$ cat config.mk
export PLATFORM = sky130hd
export DESIGN_NAME = booth_radix4_multiplier_flat
export DESIGN_NICKNAME = d
export VERILOG_FILES = /design/src/rtl/booth_pkg.sv /design/src/rtl/booth_radix4_multiplier_if.sv /design/src/rtl/booth_r4_pp_sel.sv /design/src/rtl/booth_radix4_multiplier.sv /design/src/flat_wrapper.sv
export SDC_FILE = /design/constraint.sdc
export NUM_CORES = 1
export LEC_CHECK = 0
export ABC_AREA = 1
export CAP_MARGIN = 30
export CORE_UTILIZATION = 50
export CTS_BUF_LIST = sky130_fd_sc_hd__clkbuf_8
export DETAILED_ROUTE_END_ITERATION = 8
export GPL_ROUTABILITY_DRIVEN = 0
export GPL_TIMING_DRIVEN = 1
export MAX_ROUTING_LAYER = met4
export PLACE_DENSITY = 0.86
export SLEW_MARGIN = 15
export SYNTH_ARGS = -nofsm -noshare
export SYNTH_HDL_FRONTEND = slang
export SYNTH_SLANG_ARGS = --single-unit
$ cat constraint.sdc
create_clock -name clk -period 3.7 [get_ports clk]
set_input_delay 0.37 -clock clk [delete_from_list [all_inputs] [get_ports clk]]
set_output_delay 0.37 -clock clk [all_outputs]
set_load 0.01 [all_outputs]
$ cat src/rtl/booth_pkg.sv
// Shared types for the radix-4 Booth multiplier: FSM states and partial-product recoding.
// Latency: n/a (types and a pure combinational helper).
// Backpressure: n/a.
package booth_pkg;

    typedef enum logic [1:0] {
        IDLE,
        RUN,
        DONE
    } state_t;

    typedef enum logic [2:0] {
        PP_ZERO,
        PP_POS_M,
        PP_POS_2M,
        PP_NEG_M,
        PP_NEG_2M
    } recode_t;

    // Modified Booth recoding of {q[1], q[0], q[-1]} into one of five partial-product selections.
    function automatic recode_t booth_r4_recode(input logic [2:0] triplet);
        recode_t r;
        case (triplet)
            3'b001, 3'b010: r = PP_POS_M;
            3'b011:         r = PP_POS_2M;
            3'b100:         r = PP_NEG_2M;
            3'b101, 3'b110: r = PP_NEG_M;
            default:        r = PP_ZERO;
        endcase
        return r;
    endfunction

endpackage

$ cat src/rtl/booth_radix4_multiplier_if.sv
// Operand/product handshake bundle between operand registers and the result consumer.
// Latency: n/a (wires only).
// Backpressure: valid/ready on both the operand side and the product side.
interface booth_radix4_multiplier_if #(
    parameter int WIDTH = 16
);
    logic                 in_valid;
    logic                 in_ready;
    logic [WIDTH-1:0]     multiplicand;
    logic [WIDTH-1:0]     multiplier;
    logic                 out_valid;
    logic                 out_ready;
    logic [2*WIDTH-1:0]   product;

    // Producer of operands / consumer of products.
    modport master (
        output in_valid, multiplicand, multiplier, out_ready,
        input  in_ready, out_valid, product
    );

    // The multiplier itself.
    modport slave (
        input  in_valid, multiplicand, multiplier, out_ready,
        output in_ready, out_valid, product
    );
endinterface

$ cat src/rtl/booth_r4_pp_sel.sv
// Partial-product mux: turns a Booth recode selection and the extended multiplicand into 0, +-M or +-2M.
// Latency: purely combinational.
// Backpressure: none.
module booth_r4_pp_sel
    import booth_pkg::*;
#(
    parameter int AW = 18
) (
    input  recode_t         sel,
    input  logic [AW-1:0]   m,
    output logic [AW-1:0]   pp
);

    logic [AW-1:0] m_x2;

    assign m_x2 = {m[AW-2:0], 1'b0};

    // Select the partial product; negation is plain two's complement in the accumulator width.
    always_comb begin
        pp = '0;
        case (sel)
            PP_POS_M:  pp = m;
            PP_POS_2M: pp = m_x2;
            PP_NEG_M:  pp = -m;
            PP_NEG_2M: pp = -m_x2;
            default:   pp = '0;
        endcase
    end

endmodule

$ cat src/rtl/booth_radix4_multiplier.sv
// Sequential radix-4 Booth multiplier, WIDTH x WIDTH -> 2*WIDTH, two multiplier bits retired per clock.
// Latency: out_valid rises ITER edges after the accepting edge (ITER = WIDTH/2, or WIDTH/2+1 unsigned).
// Backpressure: one job in flight; in_ready low in RUN/DONE, product held in DONE until out_ready.
module booth_radix4_multiplier
    import booth_pkg::*;
#(
    parameter int WIDTH  = 16,
    parameter bit SIGNED = 1'b1
) (
    input  logic                     clk,
    input  logic                     rst,
    booth_radix4_multiplier_if.slave bus
);

    // Accumulator carries two guard bits so that +-2M never overflows.
    localparam int AW   = WIDTH + 2;
    // Unsigned operands get two zero bits above Q so the top recode triplet sees a positive number.
    localparam int QW   = SIGNED ? WIDTH : WIDTH + 2;
    localparam int ITER = QW / 2;
    localparam int CW   = $clog2(ITER);

    if ((WIDTH % 2) != 0 || WIDTH < 4) begin : g_bad_width
        $error("booth_radix4_multiplier: WIDTH must be even and >= 4");
    end

    state_t          state;
    logic [AW-1:0]   a_reg;
    logic [QW-1:0]   q_reg;
    logic            q_m1;
    logic [AW-1:0]   m_reg;
    logic [CW-1:0]   count;
    logic            in_ready_r;
    logic            out_valid_r;

    recode_t         recode;
    logic [AW-1:0]   pp;
    logic [AW-1:0]   sum;
    logic signed [AW+QW:0] cat;
    logic signed [AW+QW:0] cat_sh;
    logic [AW-1:0]   a_next;
    logic [QW-1:0]   q_next;
    logic            q_m1_next;

    logic            ext_bit;
    logic [AW-1:0]   m_load;
    logic [QW-1:0]   q_load;

    assign ext_bit = SIGNED ? bus.multiplicand[WIDTH-1] : 1'b0;
    assign m_load  = {{2{ext_bit}}, bus.multiplicand};
    assign q_load  = QW'(bus.multiplier);

    assign recode = booth_r4_recode({q_reg[1:0], q_m1});

    booth_r4_pp_sel #(
        .AW (AW)
    ) u_pp_sel (
        .sel (recode),
        .m   (m_reg),
        .pp  (pp)
    );

    assign sum       = a_reg + pp;
    assign cat       = {sum, q_reg, q_m1};
    assign cat_sh    = cat >>> 2;
    assign a_next    = cat_sh[AW+QW:QW+1];
    assign q_next    = cat_sh[QW:1];
    assign q_m1_next = cat_sh[0];

    assign bus.in_ready  = in_ready_r;
    assign bus.out_valid = out_valid_r;
    // Low 2*WIDTH bits of {A,Q}; straight from registers, so stable while DONE is held.
    assign bus.product   = {a_reg[2*WIDTH-QW-1:0], q_reg};

    // Control FSM plus datapath registers; handshake outputs are registered.
    always_ff @(posedge clk) begin
        if (rst) begin
            state       <= IDLE;
            in_ready_r  <= 1'b1;
            out_valid_r <= 1'b0;
            a_reg       <= '0;
            q_reg       <= '0;
            q_m1        <= 1'b0;
            m_reg       <= '0;
            count       <= '0;
        end else begin
            case (state)
                IDLE: begin
                    if (bus.in_valid) begin
                        a_reg      <= '0;
                        q_reg      <= q_load;
                        q_m1       <= 1'b0;
                        m_reg      <= m_load;
                        count      <= CW'(ITER - 1);
                        in_ready_r <= 1'b0;
                        state      <= RUN;
                    end
                end
                RUN: begin
                    a_reg <= a_next;
                    q_reg <= q_next;
                    q_m1  <= q_m1_next;
                    if (count == '0) begin
                        out_valid_r <= 1'b1;
                        state       <= DONE;
                    end else begin
                        count <= count - 1'b1;
                    end
                end
                DONE: begin
                    if (bus.out_ready) begin
                        out_valid_r <= 1'b0;
                        in_ready_r  <= 1'b1;
                        state       <= IDLE;
                    end
                end
                default: begin
                    state <= IDLE;
                end
            endcase
        end
    end

endmodule

$ cat src/flat_wrapper.sv
// flat-port wrapper written by rule: the top's interface ports become plain ports
module booth_radix4_multiplier_flat import booth_pkg::*;
#(
    parameter int WIDTH  = 16,
    parameter bit SIGNED = 1'b1
)
  (clk, rst, bus_in_valid, bus_multiplicand, bus_multiplier, bus_out_ready, bus_in_ready, bus_out_valid, bus_product);
  booth_radix4_multiplier_if #(.WIDTH(WIDTH)) bus_i ();
  input  logic clk;
  input  logic rst;
  input wire logic [$bits(bus_i.in_valid)-1:0] bus_in_valid;
  input wire logic [$bits(bus_i.multiplicand)-1:0] bus_multiplicand;
  input wire logic [$bits(bus_i.multiplier)-1:0] bus_multiplier;
  input wire logic [$bits(bus_i.out_ready)-1:0] bus_out_ready;
  output wire logic [$bits(bus_i.in_ready)-1:0] bus_in_ready;
  output wire logic [$bits(bus_i.out_valid)-1:0] bus_out_valid;
  output wire logic [$bits(bus_i.product)-1:0] bus_product;
  assign bus_i.in_valid = bus_in_valid;
  assign bus_i.multiplicand = bus_multiplicand;
  assign bus_i.multiplier = bus_multiplier;
  assign bus_i.out_ready = bus_out_ready;
  assign bus_in_ready = bus_i.in_ready;
  assign bus_out_valid = bus_i.out_valid;
  assign bus_product = bus_i.product;
  booth_radix4_multiplier #(.WIDTH(WIDTH), .SIGNED(SIGNED)) u_core (.clk(clk), .rst(rst), .bus(bus_i));
endmodule
==> summary.txt, run 1 <==
outcome = completed
XOR/XNOR Fraction of Synth Area = 0.0273
H-tree level count = 2
TritonCTS Sinks = 56
post-synthesis mux area share = 0
met3 WL = 712 um
Final nets = 707
Rows = 31
TNS Setup = 0 ns
first-pass GRT wire length = 18.0 mm
hold path startpoint = u_core.state[0]
IO Pins = 70
synth unique cells = 41
Top Metal Used = met4
peak supply drop = 220 uV
starting density of the core = 0.525
grt ovf = 0
wire length on met2 = 4.94 mm
Sw Share = 0.381
Main synth FF type = dfxtp_1
worst-path cell chain = inv_1 > nor3_2 > a22oi_1 > nand3_1 > ha_1 > nand2_1 > inv_1 > a21oi_1 > nor2_1 > nor2_1 > nand2_1 > or2_2 > nand3_1 > a21oi_1
antenna viol nets, final = 0
met1 WL = 4.39 mm
initial drt markers = 394
pwr/cell area = 383 mW/mm^2
Clock Power Share = 0.201
RSZ-0062 raised after global routing = no
Routed WL per cell = 13.7 um
vias in the first global route = 4068
Die W = 89.8 um
simple-gate portion of the synthesized area = 0.340
# port buffers = 69
HPWL Detailed = 7.80 mm
dpl ws = 0.682 ns
Worst Hold Class = flop to flop
largest net degree at the start of global routing = 37
relative slew slack = 0.447
Post-Syn Area = 0.00385 mm^2
FFs w/ async S/R, synth = 0
ant diodes = 0
DRC Markers = 0
first drt pass iteration count = 5
Via density = 5.63
post_cts resized = 0
Die H = 89.8 um
RR Startpoint = u_core.q_reg[0]
routed wire length = 10.3 mm
Clock Latency Late Sink = 0.31 ns
final hold vios = 0
critical path's largest stage delay = 0.69 ns
ranking of synthesized cells by area = dfxtp_1 29%, nand2_1 16%, nand3_1 6.6%, ha_1 6.5%, a21oi_1 6.0%
total power = 1.78 mW
cts hold-fix bufs = 0
Compound-Gate Fraction of Synth Area = 0.192
post-synthesis sequential area ratio = 0.291
top cell type by total area after synthesis = dfxtp_1
combinational family with the most area after synthesis = simple AND/OR/NAND/NOR gates
f_max = 320 MHz
die area = 0.00806 mm^2
CP max-delay cell = nor3_2
critical path arrival = 3.33 ns
Final Max Slew Viols = 0
number of synthesized flops with an enable pin = 0
Mapped Cells = 596
Tcrit/Tclk final = 0.845
average size of a mapped cell = 6.46 um^2
Layout area overhead = 21.1%
crit end category = flop
Tightest Pin Transition = 0.824 ns
Setup crit start = u_core.q_reg[0]
Worst-path clk slew = 0.10 ns
GRT Overall Usage = 0.272
CTS tree = done
initial antenna violation count = 0
Setup Crit Path Kind = flop to flop
Seq cells post-synth = 56
Post-CTS Setup Inserts = 0
Syn Nets = 653
sequential share of power = 0.414
Final min period = 3.13 ns
CTS root buffer = clkbuf_8
Setup Skew = 0.00463 ns
Logic pwr share = 0.385
max cap viols = 0
Final setup viols = 0
Worst Setup Start Kind = flop
layout cells sized above 1 = 0.0476
Critical Path RT = 3.91 ns
share of the synthesized area in the top cell type = 0.291
leak pwr = 1.99 nW
Vias = 4219
CTS Buffer Depth = 2
PnR worst setup slack = 0.572 ns
Psw = 680 uW
core region area = 0.00733 mm^2
yosys synthesis warning count = 0
CTS Buf Count = 5
Adder-Cell Fraction of Synth Area = 0.0702
Internal = 1.10 mW
Crit Path Max Fanout = 15
[cells in the mapped netlist (2+ instances only)]
cell type  number
nand3_1        51
nor2_1         60
a22oi_1        14
clkbuf_1       12
a21o_1          2
inv_1          45
xnor2_1         7
dfxtp_1        56
o31ai_1         2
buf_2          10
a31oi_1        17
nand3_2         2
ha_1           20
nand4_1         4
a21oi_1        46
xor2_1          5
nand2_1       161
o21ai_0        46
nor3_1          5
nand3b_1        2
or2_2           5
inv_2           3
nor2_2          3
[cell usage in the layout (no fill, tap or decap), types with 3 or more instances in the layout]
| master | instances |
|---|---|
| a31oi_1 | 17 |
| nand2_1 | 161 |
| inv_1 | 46 |
| a21oi_1 | 46 |
| nor2_1 | 60 |
| xor2_1 | 5 |
| buf_4 | 3 |
| nand4_1 | 4 |
| dfxtp_1 | 56 |
| ha_1 | 20 |
| inv_2 | 3 |
| nor2_2 | 3 |
| or2_2 | 5 |
| nor3_1 | 5 |
| clkbuf_8 | 6 |
| o21ai_0 | 46 |
| clkdlybuf4s50_1 | 69 |
| xnor2_1 | 7 |
| a22oi_1 | 14 |
| nand3_1 | 51 |
[kinds of logic (layout without fill, tap and decap cells)]
family,count (synthesis),count (layout)
DFF,56,56
xor gates and xnor gates,12,12
AOI/OAI and AO/OA,132,132
and+or+nand+nor,301,301
buffers and inverters,74,129
adders and majority gates,21,21
[worst max-delay path, delay by kind of cell, from the launching register on]
family                     cells  cell delay [ns]
and+or+nand+nor                8             1.59
AOI/OAI and AO/OA              3             0.52
DFF                            1             0.45
adders and majority gates      1             0.29
buffers and inverters          2             0.18
[stage by stage]
step                      std cells   util  area, um^2  hold WS, ns
final                           750  0.636        4660        0.457
after global routing            750  0.636        4660        0.475
after CTS                       750  0.636        4660        0.460
after detailed placement        742  0.623        4570        0.445
after global placement          742  0.623        4570        0.430
after floorplan                 596      -        3850        0.425
[path summary, 6_finish.rpt]
kind	endpoint	slack, ns	cells after the start
setup / recovery	u_core.a_reg[11]	0.57	14
hold reg to reg	u_core.state[1]	0.46	1
setup reg to reg	u_core.a_reg[11]	0.57	14
hold / removal	u_core.state[1]	0.46	1
[power by group through the flow]
stage / clock network [mW] / registers, mW / logic [mW]
after floorplan: 0 / 0.745 / 0.461
after global placement: 0 / 0.749 / 0.659
after detailed placement: 0 / 0.750 / 0.678
after CTS: 0.360 / 0.738 / 0.681
after global routing: 0.391 / 0.749 / 0.768
final: 0.358 / 0.739 / 0.687
[cell type report]
cell class,instances,area (um^2)
multi-input combinational,466,2420
fill,661,2670
sequential,56,1120
inverter,49,186
timing repair buffer,72,713
clock buffer,6,82.6
tap,99,124
clock inverter,2,11.3
[metal layers]
metal / global-route usage / up-vias
li1: - / 2097
met1: 0.314 / 1934
met2: 0.469 / 160
met3: 0.0567 / 28
met4: 0.0888 / 0
met5: - / -
Power figures use the tool's default switching activity.
==> inputs of run 2 (changes only) <==
--- a/config.mk
+++ b/config.mk
@@ -7,13 +7,13 @@
 export LEC_CHECK = 0
 export ABC_AREA = 1
 export CAP_MARGIN = 30
-export CORE_UTILIZATION = 50
+export CORE_UTILIZATION = 49
 export CTS_BUF_LIST = sky130_fd_sc_hd__clkbuf_8
 export DETAILED_ROUTE_END_ITERATION = 8
 export GPL_ROUTABILITY_DRIVEN = 0
 export GPL_TIMING_DRIVEN = 1
 export MAX_ROUTING_LAYER = met4
-export PLACE_DENSITY = 0.86
+export PLACE_DENSITY = 0.87
 export SLEW_MARGIN = 15
 export SYNTH_ARGS = -nofsm -noshare
 export SYNTH_HDL_FRONTEND = slang
==> constraint.sdc (replaced) <==
create_clock -name clk -period 2.8 [get_ports clk]
set_input_delay 0.28 -clock clk [delete_from_list [all_inputs] [get_ports clk]]
set_output_delay 0.28 -clock clk [all_outputs]
set_load 0.01 [all_outputs]
==> summary.txt, run 2 (synthesized netlist as in run 1, its figures left out) <==
outcome = completed
crit end category = flop
ant diodes = 0
f_max = 377 MHz
pwr/cell area = 493 mW/mm^2
first-pass GRT wire length = 17.9 mm
cts hold-fix bufs = 0
GRT Overall Usage = 0.267
register area = 0.00113 mm^2
Tightest Pin Transition = 0.834 ns
critical path arrival = 2.86 ns
initial antenna violation count = 0
peak supply drop = 263 uV
Final setup viols = 0
initial drt markers = 270
Post-Route Utilization = 0.684
max cap viols = 0
RSZ-0062 raised after global routing = yes
Final min period = 2.66 ns
Setup crit start = u_core.m_reg[1]
area of the multi-input gates = 0.00265 mm^2
Critical Path RT = 3.00 ns
CTS Buf Count = 5
IO Pins = 70
leak pwr = 2.12 nW
Critical Path Stages = 18
commonest non-fill, non-tap cell in the layout = nand2_1
Worst Hold Class = flop to flop
total power = 2.50 mW
starting density of the core = 0.520
Final Max Slew Viols = 0
Setup Skew = 0.00971 ns
CTS tree = done
placed insts = 753
Tcrit/Tclk final = 0.949
worst-path cell chain = inv_2 > ha_4 > nand3_4 > nor2_4 > buf_4 > xor2_2 > nand2_1 > nand3_1 > ha_1 > nand2_1 > nand2_1 > nand2_1 > nand2_1 > nor2_1 > nand2_1 > or2_2 > nand3_1 > a21oi_1
DRC Markers = 0
CP max-delay cell = dfxtp_2
Worst Setup Start Kind = flop
most frequent cells in the layout = 156 x nand2_1, 69 x clkdlybuf4s50_1, 55 x nor2_1
Filler cells = 628
TritonCTS Sinks = 56
CP endpoint = u_core.a_reg[11]
final hold vios = 0
Final nets = 729
grt ovf = 0
Layout area overhead = 31.5%
Routed WL per cell = 14.1 um
H-tree level count = 2
Setup Crit Path Kind = flop to flop
sequential share of power = 0.392
Worst-path clk slew = 0.10 ns
critical path buffer and inverter count = 2
Via density = 5.66
Top delay family on crit path = simple AND/OR/NAND/NOR gates
Clock Latency Late Sink = 0.32 ns
CTS Buffer Depth = 2
flop2flop setup slack = 0.14 ns
Rows = 31
Sw Share = 0.388
CTS root buffer = clkbuf_8
Clock Power Share = 0.175
Reg2Reg Depth = 18
Die H = 90.7 um
reg-to-reg endpoint = u_core.a_reg[11]
Logic pwr share = 0.433
Crit path top cell by count = nand2_1
die area = 0.00822 mm^2
core region area = 0.00741 mm^2
vias in the first global route = 4142
fin cells = 771
HPWL Detailed = 7.79 mm
Hold Crit Depth = 2
Die W = 90.7 um
Psw = 968 uW
Vias = 4362
relative slew slack = 0.444
TNS Setup = 0 ns
first drt pass iteration count = 5
# port buffers = 69
layout cells sized above 1 = 0.138
RR Startpoint = u_core.m_reg[1]
routed wire length = 10.9 mm
Crit Path Max Fanout = 6
antenna viol nets, final = 0
largest net degree at the start of global routing = 37
Internal = 1.53 mW
critical path's largest stage delay = 0.35 ns
==> run 2: cell count changes in the layout (fill, tap and decap cells not counted), sizes merged <==
| cell | change |
|---|---|
| clkinv | +1 |
| clkbuf | -1 |
| inv | -1 |
| buf | +22 |
==> run 2: per-layer routing <==
metal	up-vias	track usage	share of wire
li1	2145	-	-
met5	-	-	0
met2	180	0.453	0.49
met4	0	0.110	0.032
met3	35	0.0446	0.065
met1	2002	0.313	0.41
==> run 2: how the worst min path moves through the flow <==
| stage | to | slack (ns) | startpoint |
|---|---|---|---|
| finish | u_core.bus.out_valid | 0.46 | u_core.bus.out_valid |
| global route | u_core.bus.out_valid | 0.47 | u_core.bus.out_valid |
| CTS | u_core.bus.out_valid | 0.46 | u_core.bus.out_valid |
| detailed placement | u_core.bus.out_valid | 0.44 | u_core.bus.out_valid |
| global placement | u_core.bus.out_valid | 0.43 | u_core.bus.out_valid |
| floorplan | u_core.state[1] | 0.39 | bus_out_ready |
==> run 2: area by class of cell <==
class / count / area share
multi-input combinational: 466 / 0.524
clock inverter: 2 / 0.00247
sequential: 56 / 0.223
clock buffer: 5 / 0.0136
inverter: 49 / 0.0368
timing repair buffer: 94 / 0.176
tap: 99 / 0.0245
==> run 2: stage by stage <==
stage / hold slack, ns / area [um^2] / worst slack (ns)
2_1_floorplan: 0.386 / 3850 / 0.255
3_3_place_gp: 0.431 / 4650 / -0.0721
3_5_place_dp: 0.442 / 4650 / -0.306
4_1_cts: 0.457 / 4750 / 0.0374
5_1_grt: 0.472 / 5060 / -0.0699
6_report: 0.462 / 5060 / 0.144
==> run 2: what timing repair did <==
| action | CTS | global route |
|---|---|---|
| buffers inserted | 0 | 11 |
| pin swaps | 0 | 13 |
| gates resized for setup | 4 | 47 |
| endpoints found under the setup margin | 13 | 13 |
==> run 2: worst register-to-register path, stage by stage (launching register included) <==
cell and delay [ns]:
dfxtp_2 0.35, inv_2 0.11, ha_4 0.18, nand3_4 0.10, nor2_4 0.15, buf_4 0.13
xor2_2 0.16, nand2_1 0.06, nand3_1 0.11, ha_1 0.30, nand2_1 0.10, nand2_1 0.07
nand2_1 0.06, nand2_1 0.07, nor2_1 0.11, nand2_1 0.07, or2_2 0.27, nand3_1 0.07
a21oi_1 0.06
==> run 2: power groups by stage <==
stage	Combinational [mW]	Sequential, mW	Clock, mW
global placement	0.900	0.981	0
floorplan	0.609	0.985	0
global route	1.20	0.991	0.479
CTS	0.940	0.969	0.450
detailed placement	0.926	0.984	0
finish	1.08	0.979	0.437
==> inputs of run 3 (changes only) <==
--- a/config.mk
+++ b/config.mk
@@ -7,13 +7,13 @@
 export LEC_CHECK = 0
 export ABC_AREA = 1
 export CAP_MARGIN = 30
-export CORE_UTILIZATION = 49
+export CORE_UTILIZATION = 35
 export CTS_BUF_LIST = sky130_fd_sc_hd__clkbuf_8
 export DETAILED_ROUTE_END_ITERATION = 8
 export GPL_ROUTABILITY_DRIVEN = 0
 export GPL_TIMING_DRIVEN = 1
 export MAX_ROUTING_LAYER = met4
-export PLACE_DENSITY = 0.87
+export PLACE_DENSITY = 0.7
 export SLEW_MARGIN = 15
 export SYNTH_ARGS = -nofsm -noshare
 export SYNTH_HDL_FRONTEND = slang
==> summary.txt, run 3 (synthesized netlist as in run 1, its figures left out) <==
Final Max Slew Viols = 0
Psw = 996 uW
Setup Crit Path Kind = flop to flop
grt ovf = 0
post-route cell area = 0.00520 mm^2
Layout area overhead = 34.9%
Final min period = 2.63 ns
CP endpoint = u_core.a_reg[13]
Top delay family on crit path = simple AND/OR/NAND/NOR gates
antenna viol nets, final = 0
Logic pwr share = 0.414
TritonCTS Sinks = 56
die area = 0.0114 mm^2
peak supply drop = 227 uV
RR Startpoint = u_core.m_reg[2]
Final setup viols = 0
Internal = 1.63 mW
CP max-delay cell = dfxtp_4
Critical Path RT = 3.06 ns
Worst-path clk slew = 0.11 ns
initial antenna violation count = 0
Tcrit/Tclk final = 0.938
CTS tree = done
ant diodes = 0
Placed Area = 0.00472 mm^2
GRT Overall Usage = 0.197
crit end category = flop
Critical Path Stages = 16
Setup crit start = u_core.m_reg[2]
Crit Path Max Fanout = 4
commonest non-fill, non-tap cell in the layout = nand2_1
Final nets = 735
critical path's largest stage delay = 0.38 ns
Hold Crit Depth = 2
Sw Share = 0.379
IO Pins = 70
first-pass GRT wire length = 17.8 mm
max cap viols = 0
Rows = 37
critical path buffer and inverter count = 3
first drt pass iteration count = 5
Vias = 4267
CTS root buffer = clkbuf_8
Clock Latency Late Sink = 0.32 ns
CTS Buffer Depth = 2
DRC Markers = 0
final hold vios = 0
CTS Buf Count = 5
worst-path cell chain = inv_2 > nand3_4 > nor4_4 > nand2_1 > xnor2_1 > inv_1 > nand2_1 > nand3_2 > ha_4 > nand2_4 > buf_4 > nor2_1 > nand3_1 > nand3_1 > nand3_1 > a21oi_1
flop2flop setup slack = 0.17 ns
starting density of the core = 0.366
Tightest Pin Transition = 0.467 ns
layout cells sized above 1 = 0.158
routed wire length = 11.1 mm
pwr/cell area = 506 mW/mm^2
Die H = 107 um
initial drt markers = 224
outcome = completed
Setup Skew = 0.00904 ns
H-tree level count = 2
leak pwr = 2.18 nW
reg-to-reg endpoint = u_core.a_reg[13]
RSZ-0062 raised after global routing = yes
# port buffers = 69
Die W = 107 um
Worst Hold Class = flop to flop
core region area = 0.0105 mm^2
HPWL Detailed = 8.14 mm
Worst Setup Start Kind = flop
Crit path top cell by count = nand3_1
Reg2Reg Depth = 16
most frequent cells in the layout = 154 x nand2_1, 69 x clkdlybuf4s50_1, 54 x nor2_1
Via density = 5.24
critical path arrival = 2.89 ns
Clock Power Share = 0.212
cts hold-fix bufs = 0
largest net degree at the start of global routing = 33
sequential share of power = 0.374
vias in the first global route = 4000
f_max = 381 MHz
Routed WL per cell = 13.7 um
total power = 2.63 mW
relative slew slack = 0.688
run 3: repair_timing:
| item | CTS | global route |
|---|---|---|
| pin swaps | 0 | 22 |
| buffers inserted | 0 | 14 |
| resized for setup | 5 | 58 |
| setup endpoints to repair | 11 | 12 |
run 3: how the worst min path moves through the flow:
stage / from / slack (ns) / to
2_1_floorplan: bus_out_ready / 0.39 / u_core.state[1]
3_3_place_gp: u_core.bus.out_valid / 0.43 / u_core.bus.out_valid
3_5_place_dp: u_core.bus.out_valid / 0.44 / u_core.bus.out_valid
4_1_cts: u_core.bus.out_valid / 0.46 / u_core.bus.out_valid
5_1_grt: u_core.bus.in_ready / 0.48 / u_core.bus.in_ready
6_report: u_core.bus.out_valid / 0.45 / u_core.bus.out_valid
run 3: worst min-delay path: stages, from the launching register on:
cell and delay, ns:
dfxtp_1 0.32, nand2_1 0.06, nand2_1 0.04
run 3: layer usage:
metal	part of all wire	wire length [um]	vias up	track usage
met5	0	0	-	-
met3	0.065	727	24	0.0347
met4	0.023	261	0	0.0841
met1	0.44	4860	1943	0.232
li1	-	-	2156	-
met2	0.48	5300	144	0.329
run 3: power by group through the flow:
stage               sequential [mW]  clock, mW  combinational, mW
floorplan                     0.985          0              0.609
global placement              0.985          0              0.927
detailed placement            0.987          0              0.943
CTS                           0.973      0.572              0.961
global route                  0.997      0.598               1.20
finish                        0.984      0.558               1.09
run 3: final cells by class:
class / count / area, um^2
clock inverter: 3 / 42.5
multi-input combinational: 466 / 2650
tap: 136 / 170
sequential: 56 / 1140
fill: 1041 / 5310
timing repair buffer: 100 / 936
clock buffer: 5 / 68.8
inverter: 49 / 191
run 3: metrics by stage:
stage | setup TNS (ns) | hold slack (ns) | util | setup WS, ns | std cells
floorplan | 0 | 0.386 | - | 0.255 | 596
global placement | -0.133 | 0.432 | 0.449 | -0.103 | 793
detailed placement | -0.824 | 0.438 | 0.449 | -0.123 | 793
CTS | 0 | 0.458 | 0.463 | 0.0145 | 801
global route | -0.133 | 0.478 | 0.494 | -0.0795 | 815
finish | 0 | 0.453 | 0.494 | 0.174 | 815
